==> src/rtl/pulse_stretch_pkg.sv <==
// Shared types and helpers for the pulse stretcher.
// Holds the FSM state encoding and a width helper used for parameter defaults.
package pulse_stretch_pkg;

  typedef enum logic [1:0] {
    ST_IDLE = 2'd0,
    ST_ON   = 2'd1,
    ST_GAP  = 2'd2
  } state_t;

  // Number of bits needed to hold the value v (always at least 1).
  function automatic int width_for(input longint v);
    int w;
    w = 1;
    while ((longint'(1) << w) <= v) w++;
    return w;
  endfunction

endpackage

==> src/rtl/pulse_stretch_sat_cnt.sv <==
// sat_updown_cnt: saturating up/down counter with synchronous clear.
// Counting up stops at MAX, counting down stops at 0, and a simultaneous
// inc+dec leaves the value untouched (including at saturation).
module sat_updown_cnt #(
  parameter int MAX = 7,
  parameter int W   = 3
) (
  input  logic         clk,
  input  logic         rst_n,
  input  logic         clr,
  input  logic         inc,
  input  logic         dec,
  output logic [W-1:0] cnt
);

  localparam logic [W-1:0] CMAX = W'(MAX);

  // Counter register: clear wins, then net up or net down with clamping.
  always_ff @(posedge clk or negedge rst_n) begin
    if (!rst_n) begin
      cnt <= '0;
    end else if (clr) begin
      cnt <= '0;
    end else if (inc && !dec) begin
      if (cnt != CMAX) cnt <= cnt + W'(1);
    end else if (dec && !inc) begin
      if (cnt != '0) cnt <= cnt - W'(1);
    end
  end

endmodule

==> src/rtl/pulse_stretch.sv <==
// pulse_stretch: turns single-cycle events into ON_CYCLES-long output pulses
// separated by at least GAP_CYCLES low cycles. Events arriving while busy are
// queued (up to MAX_PEND) and replayed in order.
// Optional build macro PULSE_STRETCH_OVF_EN adds a sticky 'ovf' output that
// flags events dropped because the pending queue was full.
module pulse_stretch
  import pulse_stretch_pkg::*;
#(
  parameter int ON_CYCLES  = 25_000_000,
  parameter int GAP_CYCLES = 12_500_000,
  parameter int MAX_PEND   = 7,
  parameter int CNT_W      = width_for(((ON_CYCLES > GAP_CYCLES) ? ON_CYCLES : GAP_CYCLES) - 1),
  parameter int PEND_W     = width_for(MAX_PEND)
) (
  input  logic              clk,
  input  logic              rst_n,
  input  logic              pulse_in,
  input  logic              clear,
  output logic              level_out,
  output logic              busy,
  output logic [PEND_W-1:0] pend_cnt
`ifdef PULSE_STRETCH_OVF_EN
  ,
  output logic              ovf
`endif
);

  localparam logic [CNT_W-1:0] ON_LAST  = CNT_W'(ON_CYCLES - 1);
  localparam logic [CNT_W-1:0] GAP_LAST = CNT_W'(GAP_CYCLES - 1);

  state_t           state;
  logic [CNT_W-1:0] dur_cnt;
  logic             has_pend;
  logic             start;
  logic             gap_done;
  logic             go_on;
  logic             pend_inc;
  logic             pend_dec;

  assign has_pend = (pend_cnt != '0);
  assign start    = pulse_in || has_pend;
  assign gap_done = (state == ST_GAP) && (dur_cnt == GAP_LAST);
  // A new output pulse begins on the next edge: from IDLE, or straight out of
  // the last GAP cycle without passing through IDLE.
  assign go_on    = !clear && start && ((state == ST_IDLE) || gap_done);
  // A queued event is consumed whenever a pulse starts while the queue is
  // non-empty; the incoming pulse (if any) then joins the queue instead.
  assign pend_dec = go_on && has_pend;
  assign pend_inc = pulse_in && !clear && !(go_on && !has_pend);

  sat_updown_cnt #(
    .MAX (MAX_PEND),
    .W   (PEND_W)
  ) u_pend (
    .clk   (clk),
    .rst_n (rst_n),
    .clr   (clear),
    .inc   (pend_inc),
    .dec   (pend_dec),
    .cnt   (pend_cnt)
  );

  // Main FSM with duration counter and registered level output.
  always_ff @(posedge clk or negedge rst_n) begin
    if (!rst_n) begin
      state     <= ST_IDLE;
      dur_cnt   <= '0;
      level_out <= 1'b0;
    end else if (clear) begin
      state     <= ST_IDLE;
      dur_cnt   <= '0;
      level_out <= 1'b0;
    end else begin
      case (state)
        ST_IDLE: begin
          if (go_on) begin
            state     <= ST_ON;
            dur_cnt   <= '0;
            level_out <= 1'b1;
          end
        end
        ST_ON: begin
          if (dur_cnt == ON_LAST) begin
            state     <= ST_GAP;
            dur_cnt   <= '0;
            level_out <= 1'b0;
          end else begin
            dur_cnt <= dur_cnt + CNT_W'(1);
          end
        end
        ST_GAP: begin
          if (gap_done) begin
            dur_cnt <= '0;
            if (go_on) begin
              state     <= ST_ON;
              level_out <= 1'b1;
            end else begin
              state <= ST_IDLE;
            end
          end else begin
            dur_cnt <= dur_cnt + CNT_W'(1);
          end
        end
        default: begin
          state     <= ST_IDLE;
          dur_cnt   <= '0;
          level_out <= 1'b0;
        end
      endcase
    end
  end

  // Busy is a pure decode of registered state.
  assign busy = (state != ST_IDLE) || has_pend;

`ifdef PULSE_STRETCH_OVF_EN
  logic drop;
  // An event is lost when it would be queued but the queue is full and
  // nothing is leaving it on the same edge.
  assign drop = pend_inc && !pend_dec && (pend_cnt == PEND_W'(MAX_PEND));

  // Sticky overflow flag, cleared only by clear or reset.
  always_ff @(posedge clk or negedge rst_n) begin
    if (!rst_n)      ovf <= 1'b0;
    else if (clear)  ovf <= 1'b0;
    else if (drop)   ovf <= 1'b1;
  end
`endif

endmodule

==> config.mk <==
export PLATFORM = sky130hd
export DESIGN_NAME = pulse_stretch
export DESIGN_NICKNAME = d
export VERILOG_FILES = /design/src/rtl/pulse_stretch_pkg.sv /design/src/rtl/pulse_stretch_sat_cnt.sv /design/src/rtl/pulse_stretch.sv
export SDC_FILE = /design/constraint.sdc
export NUM_CORES = 1
export LEC_CHECK = 0
export ABC_CLOCK_PERIOD_IN_PS = 2350
export CAP_MARGIN = 20
export CORE_MARGIN = 2
export CORE_UTILIZATION = 54
export CTS_BUF_LIST = sky130_fd_sc_hd__clkbuf_16
export DETAILED_ROUTE_END_ITERATION = 8
export PLACE_DENSITY_LB_ADDON = 0.08
export REMOVE_ABC_BUFFERS = 1
export SLEW_MARGIN = 20
export SYNTH_ARGS = -nofsm -noshare
export SYNTH_HDL_FRONTEND = slang
export SYNTH_SLANG_ARGS = --single-unit
==> constraint.sdc <==
create_clock -name clk -period 2.35 [get_ports clk]
set_clock_uncertainty 0.2 [all_clocks]
set_input_delay 0.235 -clock clk [delete_from_list [all_inputs] [get_ports clk]]
set_output_delay 0.235 -clock clk [all_outputs]
set_load 0.01 [all_outputs]
=== Word level (Yosys, flattened, before mapping) ===
Cells that the tools add are included.

* Muxes and demuxes: 21
* Equal/unequal tests: 9
* Add/sub/neg operators: 3
* Reduce and logical (&&, ||, !) cells: 25

{| class="wikitable"
|+ Operators with widths
! kind !! number
|-
| $mux 25 || 4
|-
| $pmux 25 s3 || 1
|-
| $add 25x1->25 const B || 1
|-
| $eq 25x24->1 const B || 1
|-
| $eq 25x25->1 const B || 1
|-
| $mux 3 || 5
|-
| $ne 3x3->1 const B || 5
|-
| $logic_and 1x1->1 || 9
|-
| $reduce_bool 3->1 || 3
|-
| $mux 2 || 4
|-
| $pmux 2 s3 || 1
|-
| $reduce_and 3->1 || 2
|-
| $logic_not 1->1 || 5
|-
| $mux 1 || 5
|-
| $add 3x1->3 const B || 1
|-
| $logic_or 1x1->1 || 3
|-
| $pmux 1 s3 || 1
|-
| $sub 3x1->3 const B || 1
|-
| $eq 2x1->1 const B || 1
|-
| $eq 2x2->1 const B || 1
|-
| $logic_not 2->1 || 1
|-
| $reduce_and 2->1 || 1
|-
| $reduce_bool 2->1 || 1
|}

* Word-level logic and storage cells: 62
* Bits of input ports: 4
* Register bits: 31

=== Longest topological paths before layout ===
Gate-level depths: netlist (run 1).

* Word-level depth: 12
* Gate-level depth with buffers: 12
* Gate-level depth less buffers: 12

=== Modules after synthesis ===
A second synthesis (run 1) with hierarchy kept.

* Cells, all modules: 267
* Area total of the unflattened synthesis: 2377.3 µm²

{| class="wikitable"
|+ By module, submodules not included
! module !! cells each !! area each (µm²) !! seq. area each (µm²) !! instances
|-
| pulse_stretch || 226 || 2028.2 || 700.7 || 1
|-
| sat_updown_cnt || 41 || 349.1 || 75.1 || 1
|}

=== Worst setup path before layout (run 1) ===
OpenSTA, ideal clock, no wires.

* Path type: reg2reg
* Start: reg state[0]
* End: reg u_pend.cnt[2]
* Arrival: 2.264 ns
* Stages on the path, launching flop included: 13
* Setup time: 0.118 ns
* Path slack: -0.232 ns
* Clock period less this slack: 2.582 ns
* Data required time: 2.032 ns
* Cells stage by stage: dfrtp_1 > inv_1 > ha_1 > nor4b_1 > nand4_1 > o21ai_1 > nor3b_1 > fa_1 > inv_1 > nor2_1 > mux2i_1 > xor2_1 > nor2_1

* Longest elaborated chain between the ends: 11
* Elaborated cells on any way between the ends: 19
* Those cells by class: 2 x eq/ne; 2 x mux; 15 x reduce/logical

{| class="wikitable"
|+ RTL lines
! element !! line !! RTL
|-
| start, declared || pulse_stretch.sv:31 || <nowiki>state_t state;</nowiki>
|-
| start signal, assigned || pulse_stretch.sv:66 || <nowiki>state <= ST_IDLE;</nowiki>
|-
| start signal, assigned || pulse_stretch.sv:70 || <nowiki>state <= ST_IDLE;</nowiki>
|-
| start signal, assigned || pulse_stretch.sv:77 || <nowiki>state <= ST_ON;</nowiki>
|-
| $eq 2x2->1 || pulse_stretch.sv:42 || <nowiki>assign gap_done = (state == ST_GAP) && (dur_cnt == GAP_LAST);</nowiki>
|-
| $logic_and 1x1->1 || pulse_stretch.sv:42 ||
|-
| $logic_or 1x1->1 (*) || pulse_stretch.sv:45 || <nowiki>assign go_on = !clear && start && ((state == ST_IDLE) || gap_done);</nowiki>
|-
| $logic_and 1x1->1 (*) || pulse_stretch.sv:45 ||
|-
| $logic_and 1x1->1 || pulse_stretch.sv:49 || <nowiki>assign pend_inc = pulse_in && !clear && !(go_on && !has_pend);</nowiki>
|-
| $logic_not 1->1 || pulse_stretch.sv:49 ||
|-
| $logic_and 1x1->1 || pulse_stretch.sv:49 ||
|-
| $logic_not 1->1 || pulse_stretch_sat_cnt.sv:26 || <nowiki>end else if (dec && !inc) begin</nowiki>
|-
| $logic_and 1x1->1 || pulse_stretch_sat_cnt.sv:26 ||
|-
| $reduce_bool 3->1 (no line) || - ||
|-
| $reduce_and 3->1 (no line) || - ||
|-
| end signal, assigned || pulse_stretch_sat_cnt.sv:25 || <nowiki>if (cnt != CMAX) cnt <= cnt + W'(1);</nowiki>
|-
| end signal, assigned || pulse_stretch_sat_cnt.sv:27 || <nowiki>if (cnt != '0) cnt <= cnt - W'(1);</nowiki>
|-
| end, declared || pulse_stretch_sat_cnt.sv:13 || <nowiki>output logic [W-1:0] cnt</nowiki>
|}

Every way passes the cells marked *; elsewhere a longest branch is shown, timed or not.
A chain may end at the register's enable or synchronous reset.

=== Worst setup path in the final report (run 1) ===
Ends and elaborated chain as after synthesis.

==> flow_summary_export.csv, run 1 <==
group,metric,value,unit
run_status,outcome,"complete, but fails checks",
run_status,violations,"negative setup slack",
worst_setup_path,crit_type,"reg -> reg",
worst_setup_path,rr_endpoint,"u_pend.cnt[2]",
global_routing,antenna_found_initial,0,
power_and_ir_drop,p_sw,0.822,mW
worst_setup_path,reg2reg_from,"state[0]",
worst_setup_path,worst-path-buf-inv,2,
clock_tree,hold_buffers,0,
synth,yosys.area.top_type_share,39.3,%
synth,yosysTopAreaCell,"dfrtp_1",
drt,via_per_inst,5.87,
worst_setup_path,worstSetupStartpointType,"flop",
worst_setup_path,required,2.30,ns
clock_tree,clkTransAtPathRegs,0.05,ns
synth,ys_seq_area_share,39.3,%
synth,synth_common_cells,"31 x dfrtp_1, 24 x nor2_1, 17 x nand2_1",
power_and_ir_drop,power.leakage,1.13,nW
clock_tree,cts-buffers-inserted,5,
synth,async_flop_share,100,%
worst_setup_path,reg2reg_depth,12,
worst_setup_path,worst_setup_path_end_kind,"flop",
worst_setup_path,critPathTopFamily,"simple AND/OR/NAND/NOR gates",
timing,fin_ws,-0.0795,ns
worst_setup_path,critPathMaxFanout,2,
power_and_ir_drop,power.density,897,mW/mm^2
synth,yosysMostFrequentCell,"dfrtp_1",
drt,wire_per_inst,16.9,um
job,drv_cap,0,
clock_tree,clock_path_buffers,2,
timing,max_freq,0.412,GHz
floorplanning,fp.dieW,64.4,um
worst_hold_path,hp-class,"in -> async",
synth,synth.ff_latch_count,31,
drt,dr.first_iter.drc_count,246,
floorplanning,io-pin-count,9,
floorplanning,die_h,64.4,um
global_routing,grt.total_usage,26.8,%
worst_setup_path,crit_path_frequent_cell,"inv_2",
timing,min_period,2.43,ns
global_routing,grt_pass1_vias,1825,
synth,synthFlopType,"dfrtp_1",
drt,drc,0,
floorplanning,placementRows,21,
power_and_ir_drop,p_int,1.60,mW
worst_setup_path,r2r_slack,-0.08,ns
timing,hold_viol_final,0,
worst_setup_path,cpMaxStageDelayCell,"dfrtp_1",
synth,yosysWarnings,0,
layout,layout-drive-gt1-share,34.2,%
synth,synth_cells,216,
clock_tree,cts.sinks,31,
clock_tree,clk_latency,0.28,ns
floorplanning,initial_utilization,57.7,%
synth,ys_types,48,
placement,io_buffers,8,
synth,synthTopCellsByArea,"dfrtp_1 39%, nor2_1 4.6%, xnor2_1 4.0%",
worst_setup_path,path_cells,"inv_2 > ha_4 > nor4b_4 > nand4_1 > o21ai_2 > nor3b_2 > fa_2 > inv_2 > nor2_2 > mux2i_1 > xor2_1 > nor2_1",
timing,relSlewSlack,74.0,%
timing,rsz0062_at_grt,"true",
synth,synth_edf_count,0,
power_and_ir_drop,switching_share,33.9,%
power_and_ir_drop,ir_drop,0.476,mV
clock_tree,cts_tree,"built",
timing,whs,0.156,ns
synth,avgSynthCellArea,9.13,um^2
layout,nNetsFinal,282,
layout,final_cells,318,
clock_tree,cts-root-buf,"clkbuf_16",
global_routing,grt_pass1_wl,8.61,mm
layout,area.growth.synth_to_final,37.1,%
global_routing,grt_overflow,0,
worst_setup_path,cpPeakStageDelay,0.40,ns
placement,dpl.hpwl,3.27,mm
clock_tree,htreeDepth,2,
drt,vias,1866,
placement,gp_congestion,0.889,
power_and_ir_drop,p_seq_share,25.6,%
worst_setup_path,worst-path-stages,12,
drt,drt_wl_total,5.37,mm
timing,tightest_slew,0.391,ns
layout,n_antenna_cell,0,
layout,final_core_util,79.2,%
timing,setup_viol,1,
drt,first_pass_iters,5,
placement,placed_cells,301,
drt,ant_nets,0,
floorplanning,coreArea,0.00342,mm^2
synth,syn-cell-area,0.00197,mm^2
timing,maxSlewViolCount,0,
worst_setup_path,arrival,2.38,ns
power_and_ir_drop,p_comb_share,45.0,%
power_and_ir_drop,clkPwrFrac,29.4,%
timing,fin_crit_sh,103,%
global_routing,grt_max_degree,32,
floorplanning,die_area,0.00415,mm^2
## stage by stage
| step | setup WS (ns) | total power, mW | TNS, ns | cell area (um^2) |
|---|---|---|---|---|
| 3_5_place_dp | -0.235 | 1.52 | -1.57 | 2360 |
| 4_1_cts | -0.00958 | 2.30 | -0.00958 | 2610 |
| 3_3_place_gp | -0.105 | 1.49 | -0.105 | 2360 |
| 6_report | -0.0795 | 2.43 | -0.0795 | 2700 |
| 2_1_floorplan | -0.270 | 1.13 | -3.48 | 1910 |
| 5_1_grt | -0.219 | 2.55 | -0.448 | 2700 |
## power by group through the flow
| stage | logic, mW | registers [mW] | clock network [mW] |
|---|---|---|---|
| final | 1.09 | 0.620 | 0.714 |
| after global routing | 1.18 | 0.625 | 0.744 |
| after CTS | 0.958 | 0.615 | 0.723 |
| after detailed placement | 0.902 | 0.619 | 0 |
| after global placement | 0.874 | 0.615 | 0 |
| after floorplan | 0.479 | 0.646 | 0 |
## state kept, by name, indices dropped and copies added, names as in the netlist
name,count
u_pend.cnt,3
level_out,1
state,2
dur_cnt,25
## cells in the final DEF, fill, tap and decap left out, types with 2 or more instances in the layout
cell / n
a21oi_2: 7
or3_1: 3
mux2i_1: 3
xnor2_1: 9
nand3_1: 12
clkbuf_16: 5
nor2_2: 2
inv_1: 11
a31oi_1: 2
a21o_1: 3
inv_2: 3
o21ai_1: 3
nand4_1: 10
ha_1: 4
nor4_2: 2
dfrtp_1: 31
buf_12: 2
o22ai_1: 6
nor2_1: 23
nand2_1: 16
clkdlybuf4s50_1: 7
or4_4: 2
xor2_1: 5
nor3_1: 4
buf_4: 44
and4_1: 2
o21ai_0: 5
nor3_2: 3
a21oi_1: 2
a211oi_1: 3
nand2b_1: 3
## layer usage
metal	global-route usage (%)	routed length [um]	up-vias	share of wire, %
li1	-	-	886	-
met1	34.4	2230	908	42
met2	45.6	2740	64	51
met3	5.90	323	8	6.0
met4	7.71	78	0	1.5
met5	0	0	-	0
## repair_timing
action,in CTS,in global routing
endpoints found under the setup margin,30,30
gates cloned,0,1
resized for setup,12,14
pin swaps,4,8
setup buffers,3,6
## cells by family after synthesis
logic type,after synthesis,share of synthesized area [%]
AOI/OAI and AO/OA,37,13.6
xor gates and xnor gates,14,6.22
adders and majority gates,7,4.82
buffers and inverters,22,6.03
DFF,31,39.3
muxes,4,2.03
and+or+nand+nor,101,28.0
## area by class of cell
type | instances | area [um^2]
multi-input cells | 164 | 1190
flip-flops and latches | 31 | 776
clock buffers | 5 | 125
fillers | 223 | 712
repair buffers | 55 | 464
inverters | 14 | 52.6
well taps | 46 | 57.6
clock inverters | 3 | 38.8
## worst max path at each step
| stage | from | endpoint |
|---|---|---|
| after floorplan | u_pend.cnt[1] | dur_cnt[24] |
| after global placement | state[0] | u_pend.cnt[2] |
| after detailed placement | state[0] | u_pend.cnt[2] |
| after CTS | state[0] | u_pend.cnt[2] |
| after global routing | state[0] | u_pend.cnt[2] |
| final | state[0] | u_pend.cnt[2] |
(Power assumes the default switching activity.)
==> run 2: changes to the inputs <==
GPL_TIMING_DRIVEN = 0   (was unset)
==> flow_summary_export.csv, run 2 (same netlist as run 1, synthesis figures left out) <==
group,metric,value,unit
worst_setup_path,arrival,2.42,ns
global_routing,antenna_found_initial,0,
worst_hold_path,min_path_cells,1,
timing,timing.setup.tns,-0.200,ns
drt,drt_wl_total,5.13,mm
timing,maxSlewViolCount,0,
timing,min_period,2.48,ns
global_routing,grt_pass1_vias,1755,
clock_tree,clk_latency,0.27,ns
global_routing,grt_max_degree,32,
placement,gp_congestion,0.862,
floorplanning,placementRows,21,
clock_tree,cts.sinks,31,
layout,stdcell_area,0.00260,mm^2
floorplanning,io-pin-count,9,
power_and_ir_drop,ir_drop,0.505,mV
run_status,outcome,"complete, but fails checks",
drt,vias,1784,
global_routing,grt_pass1_wl,8.11,mm
worst_setup_path,rr_endpoint,"u_pend.cnt[2]",
worst_setup_path,startpoint,"state[0]",
timing,hold_viol_final,0,
worst_setup_path,required,2.28,ns
layout,n_antenna_cell,0,
worst_hold_path,hp-class,"reg -> reg",
worst_setup_path,reg2reg_from,"state[0]",
clock_tree,htreeDepth,2,
layout,nNetsFinal,266,
drt,dr_wl_met3,259,um
worst_setup_path,worstSetupStartpointType,"flop",
job,drv_cap,0,
worst_setup_path,crit_type,"reg -> reg",
drt,wire_per_inst,17.0,um
placement,io_buffers,8,
layout,final_cell_mix,"26 x dfrtp_1, 24 x buf_4, 22 x nor2_1, 16 x nand2_1, 13 x inv_1",
floorplanning,die_area,0.00415,mm^2
clock_tree,clock_path_buffers,2,
layout,reg.largest.list,"dur_cnt: 25 flops, u_pend.cnt: 3 flops, state: 2 flops",
floorplanning,die_h,64.4,um
worst_setup_path,critPathMaxFanout,2,
floorplanning,initial_utilization,57.7,%
layout,largest_reg_flops,25,
floorplanning,coreArea,0.00342,mm^2
run_status,violations,"negative setup slack",
drt,dr.first_iter.drc_count,177,
drt,via_per_inst,5.91,
layout,layout-drive-gt1-share,31.3,%
clock_tree,cts_tree,"built",
clock_tree,cts-buffers-inserted,5,
floorplanning,fp.dieW,64.4,um
timing,relSlewSlack,53.4,%
power_and_ir_drop,power.density,873,mW/mm^2
worst_setup_path,r2r_slack,-0.13,ns
global_routing,grt_overflow,0,
clock_tree,clkTransAtPathRegs,0.05,ns
worst_setup_path,reg2reg_depth,12,
timing,whs,0.329,ns
timing,fin_ws,-0.135,ns
layout,area.growth.synth_to_final,32.0,%
timing,tightest_slew,0.698,ns
drt,ant_nets,0,
worst_hold_path,worstHoldStart,"dur_cnt[13]",
clock_tree,cts-root-buf,"clkbuf_16",
drt,wl_met1,2.19,mm
drt,first_pass_iters,5,
global_routing,grt.total_usage,25.4,%
timing,max_freq,0.402,GHz
timing,fin_crit_sh,106,%
placement,dpl_cell_area,0.00206,mm^2
power_and_ir_drop,power.leakage,1.05,nW
timing,setup_viol,5,
placement,pre_cts_slack,-0.546,ns
drt,drc,0,
worst_setup_path,worst_setup_path_end_kind,"flop",
layout,final_common_cell,"dfrtp_1",
drt,wl_met2,2.49,mm
worst_hold_path,hold_end,"dur_cnt[13]",
layout,largest_register,"dur_cnt",
placement,dpl.hpwl,2.78,mm
timing,rsz0062_at_grt,"true",
drt,routed.top_layer,"met4",
-- run 2: metal layers --
metal / global-route usage, % / vias to the layer above
met2: 40.9 / 66
li1: - / 845
met5: 0 / -
met4: 13.0 / 0
met3: 5.56 / 17
met1: 32.2 / 856
-- run 2: critical path, stage by stage (launching register included) --
cell and delay [ns]:
dfrtp_1 0.40, inv_2 0.09, ha_4 0.14, nor4b_4 0.18
nand4_1 0.19, o21ai_2 0.22, nor3b_2 0.07, fa_2 0.37
inv_2 0.06, nor2_2 0.03, mux2i_1 0.17, xor2_1 0.17
nor2_1 0.06
-- run 2: metrics by stage --
step | power (mW) | std cells | utilization [%]
after floorplan | 1.13 | 208 | -
after global placement | 1.30 | 262 | 59.8
after detailed placement | 1.36 | 263 | 60.3
after CTS | 2.11 | 290 | 71.7
after global routing | 2.38 | 302 | 76.2
final | 2.27 | 302 | 76.2
-- run 2: cell type report --
type                            instances  area [um^2]
Inverter                               14         52.6
Timing Repair Buffer                   39          345
Sequential cell                        31          782
Multi-Input combinational cell        164         1230
Clock inverter                          3         11.3
Clock buffer                            5          125
Tap cell                               46         57.6
Fill cell                             224          812
-- run 2: worst max path at each step --
stage	depth (start not counted)	slack, ns	endpoint
after floorplan	5	-0.27	dur_cnt[24]
final	12	-0.13	u_pend.cnt[2]
after global placement	5	-0.83	dur_cnt[14]
after detailed placement	12	-0.55	u_pend.cnt[2]
after CTS	12	-0.06	u_pend.cnt[2]
after global routing	12	-0.30	u_pend.cnt[2]
-- run 2: power breakdown --
group / total [mW] / internal (mW) / switching, mW
combinational: 1.04 / 0.504 / 0.539
sequential: 0.641 / 0.579 / 0.0612
clock: 0.590 / 0.380 / 0.211
-- run 2: what timing repair did --
action | 4_1_cts | 5_1_grt
gates cloned | 0 | 1
endpoints found under the hold margin | 31 | 0
hold buffers | 1 | 0
gates resized for setup | 23 | 15
pin swaps | 11 | 15
setup endpoints to repair | 30 | 24
setup buffers | 18 | 11
